File: src/rtl/mem_wb_stage.sv
// LEGv8 memory-access stage: branch resolve, handshaked data-memory port,
// MEM/WB pipeline register and stall counter. Optional MEM_ALIGN_CHECK_EN.
module mem_wb_stage #(
  parameter int DATA_W = 64,
  parameter int REG_W  = 5,
  parameter int CNT_W  = 32
) (
  input  logic              clock,
  input  logic              reset,
  input  logic              in_valid,
  input  logic [DATA_W-1:0] Add_result,
  input  logic [DATA_W-1:0] Alu_result,
  input  logic              Zero,
  input  logic [DATA_W-1:0] Read2,
  input  logic [REG_W-1:0]  Write_reg,
  input  logic              Branch,
  input  logic              UncBranch,
  input  logic              Memread,
  input  logic              Memwrite,
  input  logic              RegWrite,
  input  logic              MemtoReg,
  output logic              dmem_req,
  output logic              dmem_we,
  output logic [DATA_W-1:0] dmem_addr,
  output logic [DATA_W-1:0] dmem_wdata,
  input  logic              dmem_ready,
  input  logic [DATA_W-1:0] dmem_rdata,
  output logic              stall,
  output logic              pc_src,
  output logic [DATA_W-1:0] branch_target,
  output logic              wb_valid,
  output logic              wb_regwrite,
  output logic              wb_memtoreg,
  output logic [REG_W-1:0]  wb_write_reg,
  output logic [DATA_W-1:0] wb_read_data,
  output logic [DATA_W-1:0] wb_alu_result,
  output logic [CNT_W-1:0]  stall_count,
  output logic              misalign_err,
  output logic              dbg_state
);

  typedef enum logic {IDLE = 1'b0, WAIT = 1'b1} state_t;

  // Handshake: dmem_req rises with addr/wdata/we and all four hold steady
  // until the first edge where dmem_ready=1; that edge completes the access.
  state_t state;
  logic   memop;
  logic   misalign;
  logic   retire;

  assign memop = in_valid & (Memread | Memwrite);

`ifdef MEM_ALIGN_CHECK_EN
  assign misalign = (state == IDLE) & memop & (Alu_result[2:0] != 3'b000);
`else
  assign misalign = 1'b0;
`endif

  assign misalign_err  = misalign;
  assign stall         = ((state == IDLE) & memop & ~misalign) |
                         ((state == WAIT) & ~dmem_ready);
  // The EX/MEM entry moves into MEM/WB on any edge where it is not held back
  // and was not rejected for misalignment.
  assign retire        = ~stall & ~misalign;
  assign pc_src        = in_valid & (UncBranch | (Branch & Zero));
  assign branch_target = Add_result;
  assign dbg_state     = state;

  always_ff @(posedge clock or posedge reset) begin
    if (reset) begin
      state         <= IDLE;
      dmem_req      <= 1'b0;
      dmem_we       <= 1'b0;
      dmem_addr     <= '0;
      dmem_wdata    <= '0;
      wb_valid      <= 1'b0;
      wb_regwrite   <= 1'b0;
      wb_memtoreg   <= 1'b0;
      wb_write_reg  <= '0;
      wb_read_data  <= '0;
      wb_alu_result <= '0;
      stall_count   <= '0;
    end else begin
      if (stall && (stall_count != {CNT_W{1'b1}}))
        stall_count <= stall_count + {{(CNT_W-1){1'b0}}, 1'b1};

      case (state)
        IDLE: begin
          if (memop && !misalign) begin
            state      <= WAIT;
            dmem_req   <= 1'b1;
            dmem_we    <= Memwrite;
            dmem_addr  <= Alu_result;
            dmem_wdata <= Read2;
          end
        end
        WAIT: begin
          if (dmem_ready) begin
            state    <= IDLE;
            dmem_req <= 1'b0;
            if (!dmem_we)
              wb_read_data <= dmem_rdata;
          end
        end
        default: state <= IDLE;
      endcase

      if (retire) begin
        wb_valid      <= in_valid;
        wb_regwrite   <= RegWrite & in_valid;
        wb_memtoreg   <= MemtoReg;
        wb_write_reg  <= Write_reg;
        wb_alu_result <= Alu_result;
      end else begin
        wb_valid    <= 1'b0;
        wb_regwrite <= 1'b0;
      end
    end
  end

endmodule

File: config.mk
export PLATFORM = sky130hd
export DESIGN_NAME = mem_wb_stage
export DESIGN_NICKNAME = d
export VERILOG_FILES = /design/src/rtl/mem_wb_stage.sv
export SDC_FILE = /design/constraint.sdc
export NUM_CORES = 1
export LEC_CHECK = 0
export CAP_MARGIN = 10
export CELL_PAD_IN_SITES_DETAIL_PLACEMENT = 1
export CELL_PAD_IN_SITES_GLOBAL_PLACEMENT = 1
export CORE_AREA = 2 2 246 248
export CTS_BUF_LIST = sky130_fd_sc_hd__clkbuf_8
export CTS_CLUSTER_DIAMETER = 100
export DETAILED_ROUTE_END_ITERATION = 8
export DIE_AREA = 0 0 248 250
export HOLD_SLACK_MARGIN = 0.02
export PLACE_DENSITY = 0.67
export SETUP_SLACK_MARGIN = 0.02
export SLEW_MARGIN = 30
export SYNTH_ARGS = -nofsm -noshare
export SYNTH_HDL_FRONTEND = slang
export SYNTH_SLANG_ARGS = --single-unit
File: constraint.sdc
create_clock -name clock -period 14.5 [get_ports clock]
set_input_delay 4.35 -clock clock [delete_from_list [all_inputs] [get_ports clock]]
set_output_delay 4.35 -clock clock [all_outputs]
set_load 0.1 [all_outputs]
* Yosys cells after proc, flatten, opt, wreduce, memory -nomap -nowiden
Cells that the tools add are included.
Operators by class: add/subtract/negate cells 1, eq/ne operators 3, mux-type cells 8, bitwise gates (word level) 12, reductions and logical operators 4
Operators by type and width (count):
- adder 32 x 1 -> 32 bit, second input constant | 1
- != test 32 bit, second input constant | 1
- AND 1 bit | 6
- two-way mux 1 bit | 6
- != test 2 bit, second input constant | 2
- case mux 1 bit (2 select lines) | 2
- AND reduction 2 bit | 2
- inverter 1 bit | 3
- bitwise OR 1 bit | 3
- AND reduction 3 bit | 1
- logical AND 1 bit | 1
Storage, ports and cells: register bits 299, input port bits 272, output and inout port bits 366, logic and storage cells 40

* Logic depth before layout (Yosys ltp)
Gate-level depths: netlist of run 1.
depth in word-level cells 5, depth in mapped cells 9, depth with buffers taken out 7

* Least setup slack after synthesis of run 1
Ideal clock, no wire load.
kind in2out, start input Memwrite, end output stall, arrival time 5.974 ns, data required time 10.150 ns, setup slack 4.176 ns, cell stages on the path 6, path buffers 2, cells stage by stage o21ai_1 -> nor2_1 -> a21oi_1 -> inv_2 -> buf_2 -> buf_1
Between the ends: longest elaborated chain between the ends 4
RTL lines:
- from (decl) | line 19 | input logic Memwrite,
- bitwise OR 1 bit | line 51 | assign memop = in_valid & (Memread | Memwrite);
- AND 1 bit | line 51
- AND 1 bit | line 60 | assign stall = ((state == IDLE) & memop & ~misalign) |
- bitwise OR 1 bit | line 60
- to (decl) | line 28 | output logic stall,
Every way passes these cells.

* Worst setup path in the final report of run 1
start input in_valid, end output stall
Between the ends: longest elaborated chain between the ends 3
RTL lines:
- from (decl) | line 10 | input logic in_valid,
- AND 1 bit | line 51
- AND 1 bit | line 60
- bitwise OR 1 bit | line 60
Every way passes these cells.

==> metrics.md, run 1 <==
| Metric | Value |
|---|---|
| Most frequent cells in the layout | `490 x clkdlybuf4s50_1, 299 x dfrtp_1, 218 x nand2_1` |
| CP cell instances | `clkdlybuf4s50_1, o21ai_1, nor2_4, a21oi_4, clkinv_2, buf_4, clkdlybuf4s50_1` |
| Worst-Margin Slew | `1.04 ns` |
| Nets@finish | `1,684` |
| Die H | `250 µm` |
| Clk_skew | `0.0181 ns` |
| Unrepaired setup endpoints after global routing | `no` |
| Avg Cell Area, Syn | `12.8 µm²` |
| Synth area leaders | `dfrtp_1 62%, mux2_2 18%, nand2_1 6.8%` |
| Row count | `90` |
| Min-Delay Path Class | `flip-flop to flip-flop` |
| DP Area | `17,500 µm²` |
| Synth top area share | `62.0%` |
| RR Startpoint | `dbg_state$_DFF_PP0_` |
| Crit path time final | `11.39 ns` |
| Max-cap viol count | `0` |
| Worst path most repeated cell | `clkdlybuf4s50_1` |
| Remaining DRCs | `0` |
| # IOs | `638` |
| Most common cell after layout, fill and taps aside | `clkdlybuf4s50_1` |
| Final WL | `39,400 µm` |
| Diodes inserted | `0` |
| Grt total ovfl | `0` |
| Main synth FF type | `dfrtp_1` |
| Reg2reg end | `stall_count[19]$_DFFE_PP0P_` |
| Synth Register Bits | `299` |
| Root buffer cell | `clkbuf_8` |
| Post-DR wirelength/cell | `17.6 µm` |
| Pwr per Cell Area | `242 nW/µm²` |
| Async set or reset register ratio after synthesis | `100%` |
| Post-synthesis adder-cell area fraction | `0.104%` |
| Max transition margin | `30.6%` |
| Clock sink count | `299` |
| Post-DP HPWL | `28,200 µm` |
| H-tree levels | `2` |
| Critical Path RT | `10.15 ns` |
| Vias/cell | `4.02` |
| Multi-input gate area | `3910 µm²` |
| Crit path to | `stall` |
| Vias in the first global route | `9,969` |
| PortBufs | `508` |
| Critical path class | `input port to output pin` |
| Cell taking the most area after synthesis | `dfrtp_1` |
| Core Region | `59,600 µm²` |
| Hold Violations, Final | `0` |
| Syn Nets | `1,213` |
| Xor and xnor fraction of the mapped netlist area | `1.81%` |
| Post-CTS setup buffer count | `0` |
| Largest net degree at the start of global routing | `103` |
| Leak | `8.09 nW` |
| Post-synth EDFFs | `0` |
| Synth warn | `0` |
| Die area | `62,000 µm²` |
| DRT Pass-1 Iters | `4` |
| Fill cells | `6,518` |
| Total CTS buffers | `58` |
| All-Layer GR Usage | `12.4%` |
| CTS Hold Bufs | `0` |
| Largest family of logic cells by synthesized area | `multiplexers` |
| IR drop worst, VDD | `0.166 mV` |
| Crit path launch | `in_valid` |
| Clk_lat worst skew | `0.62 ns` |
| Compound-Gate Fraction of Synth Area | `1.12%` |
| Critical Path End Type | `output pin` |
| Die width | `248 µm` |
| Final Instance Area | `18,800 µm²` |
| Setup_tns | `0 ns` |
| Register area share after synthesis | `62.0%` |
| Synth unique cells | `44` |
| Final Power | `4.54 mW` |
| Crit-path max cell delay | `1.24 ns` |
| Mux share of post-synthesis cell area | `18.0%` |
| First-pass GRT wire length | `59,700 µm` |
| Crit share post-route | `78.6%` |
| Final setup vio count | `0` |
| Simple-gate share of the synthesized area | `11.2%` |
| Synthesized cell area | `12,100 µm²` |
| Initial DRC count | `266` |
| Fmax | `87.8 MHz` |
| Seq. cell area | `7480 µm²` |
| GP Congestion | `0.757` |
| Initial antenna violation count | `1` |
| CTS tree | `yes` |
| Post-CTS sizing | `0` |
| Flop2flop setup slack | `11.81 ns` |
| Worst Path Arrival | `7.04 ns` |
| Startpoint Class | `input port` |
| Layout cells sized above 1 | `22.5%` |
| ANT nets after route | `0` |
| Post-synthesis to final-layout area growth | `55.4%` |
| Via count | `9,017` |
| Post-Synthesis Cells | `940` |
| Clock-pin transition on the worst setup and hold timing paths | `0.05 ns` |
| Run status | `complete, no violations` |
| Clock Path Buffers | `3` |
| Reg2reg path depth | `7` |
| Critical path peak fanout | `31` |
| Slowest stage cell, crit path | `clkdlybuf4s50_1` |
| Slew Limit Fails | `0` |
| Initial Util | `20.3%` |
[worst min path at each step]
stage | endpoint | depth (start not counted) | start
2_1_floorplan | wb_alu_result[10]$_DFFE_PP0N_ | 2 | wb_alu_result[10]$_DFFE_PP0N_
3_3_place_gp | wb_alu_result[33]$_DFFE_PP0N_ | 2 | wb_alu_result[33]$_DFFE_PP0N_
3_5_place_dp | wb_alu_result[20]$_DFFE_PP0N_ | 2 | wb_alu_result[20]$_DFFE_PP0N_
4_1_cts | wb_alu_result[11]$_DFFE_PP0N_ | 2 | wb_alu_result[11]$_DFFE_PP0N_
5_1_grt | wb_alu_result[63]$_DFFE_PP0N_ | 2 | wb_alu_result[63]$_DFFE_PP0N_
6_report | wb_alu_result[11]$_DFFE_PP0N_ | 2 | wb_alu_result[11]$_DFFE_PP0N_
[synthesized netlist by cell type, types with 6 or more instances]
master    count
clkbuf_1     15
nand2_1     218
buf_4        66
nand3_1      13
xnor2_1      22
buf_2        23
nand4_1       8
and3_1       12
dfrtp_1     299
nand3_2       6
and4_1        6
and2_1        6
mux2_2      192
a21oi_1       6
[logic make-up after synthesis]
logic type      Yosys count
compound gates           19
xor+xnor                 25
fa+ha+maj                 1
buf+inv                 111
flops                   299
mux                     193
other cells               1
simple gates            291
[area by class of cell]
class / instances / area share (%)
inverter: 5 / 0.147
clock inverter: 29 / 0.953
sequential: 299 / 39.9
tap: 782 / 5.21
clock buffer: 81 / 5.94
timing repair buffer: 517 / 27.0
multi-input combinational: 530 / 20.8
[metal layers]
layer / part of all wire [%] / GRT usage (%) / wire length [µm]
met2: 51 / 21.8 / 20100
met3: 10 / 5.33 / 4030
met5: 0 / 0 / 0
met1: 36 / 13.0 / 14100
met4: 3.3 / 4.72 / 1300
[critical path, delay by kind of cell]
kind	cells	cell delay [ns]
AOI/OAI and AO/OA	2	0.20
buffers and inverters	4	2.23
and+or+nand+nor	1	0.24
[through the flow]
step | std cells | setup WS (ns) | util [%] | hold WS (ns)
5_1_grt | 2243 | 2.96 | 31.5 | 0.495
4_1_cts | 2243 | 3.06 | 31.6 | 0.477
3_5_place_dp | 2133 | 3.08 | 29.4 | 0.462
2_1_floorplan | 940 | 1.89 | - | 0.959
3_3_place_gp | 2133 | 3.09 | 29.5 | 0.456
6_report | 2243 | 3.11 | 31.5 | 0.465
[where the power goes]
group          leakage, nW  total, mW  internal [mW]  switching (mW)
sequential            3.59       1.17           1.05           0.123
clock                0.742      0.905          0.530           0.375
combinational         3.76       2.46          0.557            1.91
total                 8.09       4.54           2.14            2.41
(Power assumes the default switching activity.)
==> run 2, diff against run 1 <==
==> constraint.sdc (replaced) <==
create_clock -name clock -period 10.82 [get_ports clock]
set_input_delay 3.246 -clock clock [delete_from_list [all_inputs] [get_ports clock]]
set_output_delay 3.246 -clock clock [all_outputs]
set_load 0.1 [all_outputs]
==> run 2 against run 1 <==
Against the previous run:
- power increased by 29%
- die area unchanged
- sequential share of layout area increased by 0.51 points
- non-clock buffer count increased by 2
- count of clock-buffer cells in the layout decreased by 17
- setup slack got worse by 0.70 ns
- routed wire length increased by 0.22%
- clock skew increased by 0.0031 ns
- cell count decreased by 0.85%
==> metrics.md, run 2 (synthesized netlist as in run 1, its figures left out) <==
| Metric | Value |
|---|---|
| Switching Share | `54.3%` |
| Post-DP HPWL | `28,800 µm` |
| Vias in the first global route | `10,100` |
| Core Region | `59,600 µm²` |
| CTS tree | `yes` |
| Vias/cell | `4.04` |
| Critical path peak fanout | `5` |
| Critical Path RT | `7.57 ns` |
| Clk network pwr share | `17.0%` |
| Clock sink count | `299` |
| Crit-path max cell delay | `1.15 ns` |
| Initial DRC count | `246` |
| Fill cells | `6,515` |
| Via count | `8,993` |
| Startpoint Class | `input port` |
| H-tree levels | `2` |
| Layout Utilization | `31.1%` |
| Internal Dissipation | `2.69 mW` |
| Final Instance Area | `18,500 µm²` |
| Most frequent cells in the layout | `488 x clkdlybuf4s50_1, 299 x dfrtp_1, 218 x nand2_1` |
| Largest net degree at the start of global routing | `159` |
| All-Layer GR Usage | `12.4%` |
| Hold WS | `0.463 ns` |
| Most common cell after layout, fill and taps aside | `clkdlybuf4s50_1` |
| Post-DR wirelength/cell | `17.8 µm` |
| CP cell instances | `clkdlybuf4s50_1, nor2b_1, clkdlybuf4s50_1` |
| Critical Path End Type | `output pin` |
| Total CTS buffers | `54` |
| Post-CTS sizing | `0` |
| # IOs | `638` |
| Initial antenna violation count | `1` |
| Switching pwr | `3.19 mW` |
| Final Power | `5.88 mW` |
| Nets@finish | `1,682` |
| Worst-Margin Slew | `1.05 ns` |
| Run status | `complete, no violations` |
| Pwr per Cell Area | `317 nW/µm²` |
| Slew Limit Fails | `0` |
| Clock Path Buffers | `3` |
| Final setup vio count | `0` |
| Clock-pin transition on the worst setup and hold timing paths | `0.05 ns` |
| Max-cap viol count | `0` |
| Leak | `7.97 nW` |
| Max transition margin | `29.8%` |
| Row count | `90` |
| Worst path most repeated cell | `clkdlybuf4s50_1` |
| Die H | `250 µm` |
| IR drop worst, VDD | `0.195 mV` |
| Diodes inserted | `0` |
| Critical path class | `input port to output pin` |
| Crit path time final | `8.41 ns` |
| Setup_tns | `0 ns` |
| Fmax | `119 MHz` |
| WP buf/inv | `2` |
| Die width | `248 µm` |
| DRT Pass-1 Iters | `4` |
| Root buffer cell | `clkbuf_8` |
| Worst Path Arrival | `5.17 ns` |
| CP top delay family | `buffers and inverters` |
| ANT nets after route | `0` |
| Layout cells sized above 1 | `22.0%` |
| CTS Hold Bufs | `0` |
| Unrepaired setup endpoints after global routing | `no` |
| Combinational power share | `56.1%` |
| Hold Violations, Final | `0` |
| Final WL | `39,500 µm` |
| Reg power frac | `26.9%` |
| Crit share post-route | `77.7%` |
| Slowest stage cell, crit path | `clkdlybuf4s50_1` |
| Clk_lat worst skew | `0.62 ns` |
| Grt total ovfl | `0` |
| Remaining DRCs | `0` |
| GP Congestion | `0.751` |
| Post-synthesis to final-layout area growth | `53.5%` |
| DP Area | `17,600 µm²` |
| Clk_skew | `0.0213 ns` |
| First-pass GRT wire length | `59,600 µm` |
| Die area | `62,000 µm²` |
| Initial Util | `20.3%` |
| PortBufs | `508` |
| Min-Delay Path Class | `flip-flop to flip-flop` |
| Post-CTS setup buffer count | `0` |
[run 2: cell count changes in the layout (fill, tap and decap cells not counted), moves of 3 or more]
| cell | change |
|---|---|
| buf_6 | -3 |
| clkbuf_8 | -17 |
| clkinv_2 | +5 |
| inv_1 | -6 |
[run 2: layout make-up]
cell class	count	area [µm²]	area share [%]
tap	782	978	5.28
sequential	299	7480	40.4
inverter	5	23.8	0.128
timing repair buffer	519	5130	27.7
clock inverter	25	113	0.608
multi-input combinational	530	3920	21.1
clock buffer	64	881	4.75
[run 2: through the flow]
| stage | setup slack, ns | instances |
|---|---|---|
| global placement | 2.43 | 2133 |
| detailed placement | 2.38 | 2134 |
| global route | 2.34 | 2224 |
| finish | 2.41 | 2224 |
| floorplan | 2.70 | 940 |
| CTS | 2.36 | 2223 |
[run 2: path summary, 6_finish.rpt]
| check | from | end | slack (ns) | depth (start not counted) |
|---|---|---|---|---|
| min in group asynchronous | reset | wb_alu_result[4]$_DFFE_PP0N_ | 3.08 | 3 |
| max in group asynchronous | reset | wb_read_data[48]$_DFFE_PP0P_ | 6.81 | 4 |
| min | wb_alu_result[63]$_DFFE_PP0N_ | wb_alu_result[63]$_DFFE_PP0N_ | 0.46 | 2 |
| min reg2reg | wb_alu_result[63]$_DFFE_PP0N_ | wb_alu_result[63]$_DFFE_PP0N_ | 0.46 | 2 |
| max reg2reg | dbg_state$_DFF_PP0_ | stall_count[17]$_DFFE_PP0P_ | 8.01 | 8 |
| max | in_valid | pc_src | 2.41 | 3 |
[run 2: worst reg2reg max path: stages, from the launching register on]
cell	delay [ns]
dfrtp_1	0.47
nor2_4	0.24
a21oi_4	0.04
buf_4	0.25
clkinv_2	0.16
buf_4	0.44
nor3b_4	0.73
nand4_1	0.20
xnor2_1	0.16
[run 2: per-layer routing]
metal	up-vias	share of wire, %	GRT usage, %
li1	4016	-	-
met1	4521	36	13.0
met2	379	51	21.9
met3	77	9.7	5.15
met4	0	3.1	4.76
met5	-	0	0
[run 2: power by group through the flow]
| stage | registers (mW) | clock network (mW) | logic (mW) |
|---|---|---|---|
| floorplan | 3.71 | 0 | 0.468 |
| global placement | 1.58 | 0 | 3.32 |
| detailed placement | 1.60 | 0 | 3.33 |
| CTS | 1.59 | 1.06 | 3.34 |
| global route | 1.62 | 1.11 | 3.39 |
| finish | 1.58 | 1.00 | 3.30 |
